===== config.mk =====
export PLATFORM = sky130hd
export DESIGN_NAME = multicycle_control
export DESIGN_NICKNAME = d
export VERILOG_FILES = /design/src/rtl/multicycle_control.sv
export SDC_FILE = /design/constraint.sdc
export NUM_CORES = 1
export LEC_CHECK = 0
export CORE_MARGIN = 1.5
export CORE_UTILIZATION = 35
export CTS_BUF_LIST = sky130_fd_sc_hd__clkbuf_16
export DETAILED_ROUTE_END_ITERATION = 8
export PLACE_DENSITY = 0.78
export SYNTH_ARGS = -nofsm -noshare
export SYNTH_HDL_FRONTEND = slang
export SYNTH_SLANG_ARGS = --single-unit
export TNS_END_PERCENT = 10

===== constraint.sdc =====
create_clock -name clk_i -period 4.4 [get_ports clk_i]
set_clock_uncertainty 0.15 [all_clocks]
set_input_delay 0.88 -clock clk_i [delete_from_list [all_inputs] [get_ports clk_i]]
set_output_delay 0.88 -clock clk_i [all_outputs]
set_load 0.03 [all_outputs]

===== src/rtl/multicycle_control.sv =====
// multicycle_control
//   Multi-cycle sequencer for the MIPS datapath. Steps each instruction through
//   fetch, decode, execute, memory and write-back states, driving the shared
//   ALU / shared memory datapath. Waits in FETCH, MEMRD and MEMWR until the
//   memory reports completion.
//
//   Build option: define MC_MULT_EN to stretch R-type mult (funct 011000)
//   through an extra MULT wait state of MULT_CYCLES cycles (legal 1..16).
//   Without it, mult is treated like any other R-type instruction.
//
// Ports
//   clk_i, rst_i         clock (rising edge), synchronous active-high reset
//   Op_i, Funct_i        IR[31:26], IR[5:0]
//   Zero_i               ALU zero flag (qualifies the branch PC write)
//   MemReady_i           memory completes the current access this cycle
//   PCWr_o, PCSrc_o      PC write enable / PC source (00 ALU, 01 ALUOut, 10 jump)
//   IorD_o               memory address select (0 PC, 1 ALUOut)
//   MemRd_o, MemWr_o     memory strobes
//   IRWr_o               instruction register write
//   RegDst_o, MemtoReg_o, RegWr_o   register file write controls
//   ALUSrcA_o, ALUSrcB_o, ALUOp_o   ALU operand / operation selects
//   Illegal_o            one-cycle pulse in DECODE on an unsupported opcode
//   State_o              current state code (debug)
module multicycle_control #(
  parameter int MULT_CYCLES = 4
) (
  input  logic       clk_i,
  input  logic       rst_i,
  input  logic [5:0] Op_i,
  input  logic [5:0] Funct_i,
  input  logic       Zero_i,
  input  logic       MemReady_i,
  output logic       PCWr_o,
  output logic [1:0] PCSrc_o,
  output logic       IorD_o,
  output logic       MemRd_o,
  output logic       MemWr_o,
  output logic       IRWr_o,
  output logic       RegDst_o,
  output logic       MemtoReg_o,
  output logic       RegWr_o,
  output logic       ALUSrcA_o,
  output logic [1:0] ALUSrcB_o,
  output logic [1:0] ALUOp_o,
  output logic       Illegal_o,
  output logic [3:0] State_o
);

  localparam logic [3:0] S_FETCH  = 4'd0;
  localparam logic [3:0] S_DECODE = 4'd1;
  localparam logic [3:0] S_MEMADR = 4'd2;
  localparam logic [3:0] S_MEMRD  = 4'd3;
  localparam logic [3:0] S_MEMWB  = 4'd4;
  localparam logic [3:0] S_MEMWR  = 4'd5;
  localparam logic [3:0] S_EXEC   = 4'd6;
  localparam logic [3:0] S_RTWB   = 4'd7;
  localparam logic [3:0] S_BRANCH = 4'd8;
  localparam logic [3:0] S_JUMP   = 4'd9;
  localparam logic [3:0] S_ADDIWB = 4'd10;
  localparam logic [3:0] S_MULT   = 4'd11;

  localparam logic [5:0] OP_RTYPE = 6'b000000;
  localparam logic [5:0] OP_LW    = 6'b100011;
  localparam logic [5:0] OP_SW    = 6'b101011;
  localparam logic [5:0] OP_ADDI  = 6'b001000;
  localparam logic [5:0] OP_BEQ   = 6'b000100;
  localparam logic [5:0] OP_J     = 6'b000010;

  logic [3:0] state_reg, state_next;
  logic [3:0] out_state;

  // Raw decoded strobes, before the reset gate.
  logic pcwr_dec, memrd_dec, memwr_dec, irwr_dec, regwr_dec, illegal_dec;

`ifdef MC_MULT_EN
  localparam logic [5:0] FUNCT_MULT = 6'b011000;
  localparam logic [3:0] MULT_LAST  = 4'(MULT_CYCLES - 1);

  logic [3:0] mult_cnt_reg, mult_cnt_next;
  logic       mult_done;

  assign mult_done = (mult_cnt_reg == MULT_LAST);

  // Counter only runs inside MULT and returns to zero on the exit cycle,
  // so every mult starts counting from 0.
  always_comb begin
    mult_cnt_next = '0;
    if (state_reg == S_MULT && !mult_done) begin
      mult_cnt_next = mult_cnt_reg + 4'd1;
    end
  end

  always_ff @(posedge clk_i) begin
    if (rst_i) begin
      mult_cnt_reg <= '0;
    end else begin
      mult_cnt_reg <= mult_cnt_next;
    end
  end
`else
  // Funct and the multiply length only matter with the multiply wait state.
  logic unused_mult;
  assign unused_mult = ^{Funct_i, 5'(MULT_CYCLES)};
`endif

  // Next-state logic.
  always_comb begin
    state_next = state_reg;
    case (state_reg)
      S_FETCH:  if (MemReady_i) state_next = S_DECODE;
      S_DECODE: begin
        case (Op_i)
          OP_RTYPE:             state_next = S_EXEC;
          OP_LW, OP_SW, OP_ADDI: state_next = S_MEMADR;
          OP_BEQ:               state_next = S_BRANCH;
          OP_J:                 state_next = S_JUMP;
          default:              state_next = S_FETCH;
        endcase
      end
      S_MEMADR: begin
        case (Op_i)
          OP_LW:   state_next = S_MEMRD;
          OP_SW:   state_next = S_MEMWR;
          default: state_next = S_ADDIWB;
        endcase
      end
      S_MEMRD:  if (MemReady_i) state_next = S_MEMWB;
      S_MEMWR:  if (MemReady_i) state_next = S_FETCH;
`ifdef MC_MULT_EN
      S_EXEC:   state_next = (Funct_i == FUNCT_MULT) ? S_MULT : S_RTWB;
      S_MULT:   if (mult_done) state_next = S_RTWB;
`else
      S_EXEC:   state_next = S_RTWB;
`endif
      default:  state_next = S_FETCH;
    endcase
  end

  always_ff @(posedge clk_i) begin
    if (rst_i) begin
      state_reg <= S_FETCH;
    end else begin
      state_reg <= state_next;
    end
  end

  // During reset the outputs decode as FETCH regardless of the registered
  // state, so an aborted instruction cannot leak its controls.
  assign out_state = rst_i ? S_FETCH : state_reg;

  always_comb begin
    pcwr_dec    = 1'b0;
    memrd_dec   = 1'b0;
    memwr_dec   = 1'b0;
    irwr_dec    = 1'b0;
    regwr_dec   = 1'b0;
    illegal_dec = 1'b0;
    PCSrc_o     = 2'b00;
    IorD_o      = 1'b0;
    RegDst_o    = 1'b0;
    MemtoReg_o  = 1'b0;
    ALUSrcA_o   = 1'b0;
    ALUSrcB_o   = 2'b00;
    ALUOp_o     = 2'b00;
    case (out_state)
      S_FETCH: begin
        memrd_dec = 1'b1;
        ALUSrcB_o = 2'b01;
        ALUOp_o   = 2'b01;
        // IR load and PC+4 happen only on the cycle the read completes.
        irwr_dec  = MemReady_i;
        pcwr_dec  = MemReady_i;
      end
      S_DECODE: begin
        ALUSrcB_o   = 2'b11;
        ALUOp_o     = 2'b01;
        illegal_dec = !(Op_i inside {OP_RTYPE, OP_LW, OP_SW, OP_ADDI, OP_BEQ, OP_J});
      end
      S_MEMADR: begin
        ALUSrcA_o = 1'b1;
        ALUSrcB_o = 2'b10;
        ALUOp_o   = 2'b01;
      end
      S_MEMRD: begin
        memrd_dec = 1'b1;
        IorD_o    = 1'b1;
      end
      S_MEMWB: begin
        MemtoReg_o = 1'b1;
        regwr_dec  = 1'b1;
      end
      S_MEMWR: begin
        memwr_dec = 1'b1;
        IorD_o    = 1'b1;
      end
`ifdef MC_MULT_EN
      S_EXEC, S_MULT: begin
`else
      S_EXEC: begin
`endif
        ALUSrcA_o = 1'b1;
      end
      S_RTWB: begin
        RegDst_o  = 1'b1;
        regwr_dec = 1'b1;
      end
      S_BRANCH: begin
        ALUSrcA_o = 1'b1;
        ALUOp_o   = 2'b10;
        PCSrc_o   = 2'b01;
        pcwr_dec  = Zero_i;
      end
      S_JUMP: begin
        PCSrc_o  = 2'b10;
        pcwr_dec = 1'b1;
      end
      S_ADDIWB: begin
        regwr_dec = 1'b1;
      end
      default: begin
      end
    endcase
  end

  assign PCWr_o    = pcwr_dec    & ~rst_i;
  assign MemRd_o   = memrd_dec   & ~rst_i;
  assign MemWr_o   = memwr_dec   & ~rst_i;
  assign IRWr_o    = irwr_dec    & ~rst_i;
  assign RegWr_o   = regwr_dec   & ~rst_i;
  assign Illegal_o = illegal_dec & ~rst_i;
  assign State_o   = out_state;

endmodule


Word level (Yosys, flattened, before mapping)
Cells that the tools add are included.

cells by class
  eq/ne operators = 23
  bitwise gates (word level) = 7
  reductions and logical operators = 12
  muxes and demuxes = 20

operators by type and width
  operator              count
  $eq A4 B3 Y1 const B  6
  $pmux W4 S6           1
  $eq A4 B2 Y1 const B  4
  $mux W4               4
  $pmux W4 S4           1
  $eq A4 B4 Y1 const B  3
  $eq A6 B6 Y1 const B  2
  $reduce_or A3 Y1      4
  $mux W1               9
  $eq A4 B1 Y1 const B  2
  $logic_not A4 Y1      2
  $pmux W2 S2           2
  $pmux W4 S2           1
  $and A1 B1 Y1         6
  $eq A6 B2 Y1 const B  1
  $eq A6 B3 Y1 const B  1
  $eq A6 B4 Y1 const B  1
  $logic_not A6 Y1      1
  $ne A2 B2 Y1 const B  3
  $pmux W2 S3           1
  $reduce_bool A6 Y1    1
  $reduce_or A2 Y1      2
  $pmux W1 S3           1
  $reduce_and A3 Y1     1
  2 further kinds       2

word-level totals
  logic and storage cells = 63
  input port bits = 16
  bits in registers = 4

Logic depth before layout (Yosys ltp)
Gate-level depths: netlist of the first run.

  depth after elaboration = 5
  depth in mapped cells = 6
  mapped depth without buffers = 5

Worst setup path before layout of the first run
OpenSTA, ideal clock, no wires.

  path type = in2out
  start = input MemReady_i
  end = output PCWr_o
  slack = 0.610 ns
  stages on the path = 2
  data arrival time = 2.760 ns
  required time = 3.370 ns
  path through = or3b_1 > a2111oi_0

on the way
  cells in the longest elaborated chain, start to end = 2

ends and longest elaborated chain
  what           line  source
  from (decl)    32    input logic MemReady_i,
  $pmux W1 S3    165   case (out_state)
  $and A1 B1 Y1  225   assign PCWr_o = pcwr_dec & ~rst_i;
  to (decl)      33    output logic PCWr_o,

Every way passes these cells.

Worst setup path in the final report of the first run
  start = input rst_i
  end = output Illegal_o

on the way
  cells in the longest elaborated chain, start to end = 4
  elaborated cells on any way between the ends = 5

ends and longest elaborated chain
  what             line  source
  from (decl)      28    input logic rst_i,
  $mux W4          149   assign out_state = rst_i ? S_FETCH : state_reg;
  $eq A4 B1 Y1     165
  $mux W1          165
  $and A1 B1 Y1 *  230   assign Illegal_o = illegal_dec & ~rst_i;
  to (decl)        45    output logic Illegal_o,

Every way passes the cells marked *; elsewhere a longest branch is shown, timed or not.

==> results_dict.tcl, run 1 <==
set metrics [dict create \
    final_common_cell "clkdlybuf4s50_1" \
    p_per_area_nw_per_um2 251.5 \
    crit_slowest_cell "clkdlybuf4s50_1" \
    first_iter_violations 9 \
    io_pins 36 \
    synth_edf_count 0 \
    dieArea_um2 1843 \
    yosys_warnings 0 \
    vias_per_cell 5.504 \
    clock_latency_ps 220 \
    syn_area_per_cell_um2 7.064 \
    synth_area_leaders "dfxtp_1, nor2b_1, nor2_1" \
    rsz0062_at_grt "no" \
    nets 123 \
    layout_setup_ws_ps 388.8 \
    synth_cell_types 36 \
    vias 666 \
    netlist_area_um2 558.0 \
    htreeDepth 1 \
    critical-path-top-delay-family "buffers and inverters" \
    synth_cells 79 \
    avgRoutedWirePerCell_um 12.40 \
    initial_core_util 0.3704 \
    path_class "primary input to primary output" \
    tightestPinTransition_ps 665.8 \
    maxSlewHeadroom 0.5555 \
    cts_sinks 4 \
    place_ws_ps 387.3 \
    final_cell_mix "clkdlybuf4s50_1, nor2_1, nor2b_1, nor3_1, nand2_1" \
    slew_violations 0 \
    dpl_cell_area_um2 838.3 \
    track_usage 0.1798 \
    status "finished, final reports clean" \
    post-cts-setup-buffers 0 \
    startpoint "rst_i" \
    period_share 0.9116 \
    r2r_start "state_reg[1]" \
    grt_pass1_vias 650 \
    core_um2 1506 \
    cts-hold-fix-buffers 0 \
    crit_path_frequent_cell "clkdlybuf4s50_1" \
    irDropWorstVdd_uv 278.9 \
    stdcell_area_um2 913.4 \
    area_delta_synth_final_pct 63.68 \
    drtAntennaViolNets 0 \
    fin_crit_ps 4011 \
    total_power_uw 229.7 \
    required_ps 3370 \
    chipWidth_um 42.93 \
    clk_pin_slew_ps 30 \
    drc 0 \
    dp_hpwl_mm 1.157 \
    hold_path_startpoint "state_reg[3]" \
    setup_viol 0 \
    ys_seq_area_frac 0.1435 \
    port-buffer-count 29 \
    grt_pass1_wl_mm 2.615 \
    async_flop_share 0 \
    drive_above_1_share 0.1048 \
    p_leak_nw 0.3096 \
    routed_wl_mm 1.500 \
    synth_top_area_frac 0.1435 \
    cp_cell_sequence "clkdlybuf4s50_1 > nand2b_1 > inv_1 > nor4b_1 > o21ai_0 > nor2_1 > clkdlybuf4s50_1" \
    crit_fanout 9 \
    hold_slack_ps 567.6 \
    antenna_cells 0 \
    syn-num-nets 95 \
    grt_overflow 0 \
    critPathCaptureType "primary output" \
    slowest_delay_ps 670 \
    grt_max_degree 21 \
    die-height_um 42.93 \
    start_kind "primary input" \
    root_buffer "clkbuf_16" \
    hold_viol 0 \
    cts_tree "yes" \
    largest_reg_flops 4 \
    ys.flop_type "dfxtp_1" \
    antenna_found_initial 0 \
    fmax_mhz 249.3 \
    synth-seq-cells 4 \
    clock_path_buffers 2 \
    worstPathArrival_ps 2980 \
    maxCapViolations 0 \
    cts_resized 0 \
    globalplace.congestion 0.8759 \
    firstDrtPassIters 4 \
    fp-row-count 14 \
    setup_tns_ps 0 \
    numCtsBuffers 3 \
    min_path_type "flip-flop to flip-flop" \
    yosys.area.top_type "dfxtp_1" \
    critPathBufInv 3 \
]
cell usage after synthesis, types with 3 or more instances:
cell type / instances
nor2b_1: 6
o21ai_0: 4
dfxtp_1: 4
nand2b_1: 3
nor2_1: 9
nor3_1: 6
nand2_1: 5
buf_2: 6
power by group:
| part | internal [mW] | switching (mW) |
|---|---|---|
| Clock | 0.116 | 0.0221 |
| Combinational | 0.0245 | 0.0250 |
| Sequential | 0.0377 | 0.00454 |
worst paths after layout:
kind         cells past startpoint  slack, ps           end
min reg2reg                      1        570  state_reg[1]
min                              1        570  state_reg[1]
max                              7        390     Illegal_o
max reg2reg                      4       2500  state_reg[0]
metal layers:
layer / routed length, µm / vias up / global-route usage / part of all wire
met2: 784 / 21 / 0.3182 / 0.52
met3: 83 / 0 / 0.02128 / 0.055
li1: - / 338 / - / -
met5: 0 / - / 0 / 0
met4: 0 / 0 / 0.08485 / 0
met1: 632 / 307 / 0.2123 / 0.42
kinds of logic after synthesis:
logic type,share of synthesized area
AO/OA/AOI/OAI,0.2175
multiplexers,0.01794
AND/OR/NAND/NOR,0.4933
buffers and inverters,0.08073
flip-flops,0.1435
XOR/XNOR,0.04709
final cells by class:
cell class | instances | area [µm²]
inverter | 2 | 7.507
fill | 132 | 593.1
multi-input combinational | 66 | 432.9
clock buffer | 3 | 75.07
tap | 16 | 20.02
sequential | 4 | 80.08
timing repair buffer | 30 | 297.8
per-stage QoR:
stage | utilization | cells
3_3_place_gp | 0.5565 | 118
3_5_place_dp | 0.5565 | 118
2_1_floorplan | - | 79
6_report | 0.6063 | 121
4_1_cts | 0.6063 | 121
5_1_grt | 0.6063 | 121
(Power assumes the default switching activity.)
==> inputs of run 2 (changes only) <==
--- a/config.mk
+++ b/config.mk
@@ -8,6 +8,7 @@
 export CORE_MARGIN = 1.5
 export CORE_UTILIZATION = 35
 export CTS_BUF_LIST = sky130_fd_sc_hd__clkbuf_16
+export CTS_CLUSTER_SIZE = 40
 export DETAILED_ROUTE_END_ITERATION = 8
 export PLACE_DENSITY = 0.78
 export SYNTH_ARGS = -nofsm -noshare
==> results of run 2 <==
Same layout as run 1: the final DEF is identical, and so are final timing and power.
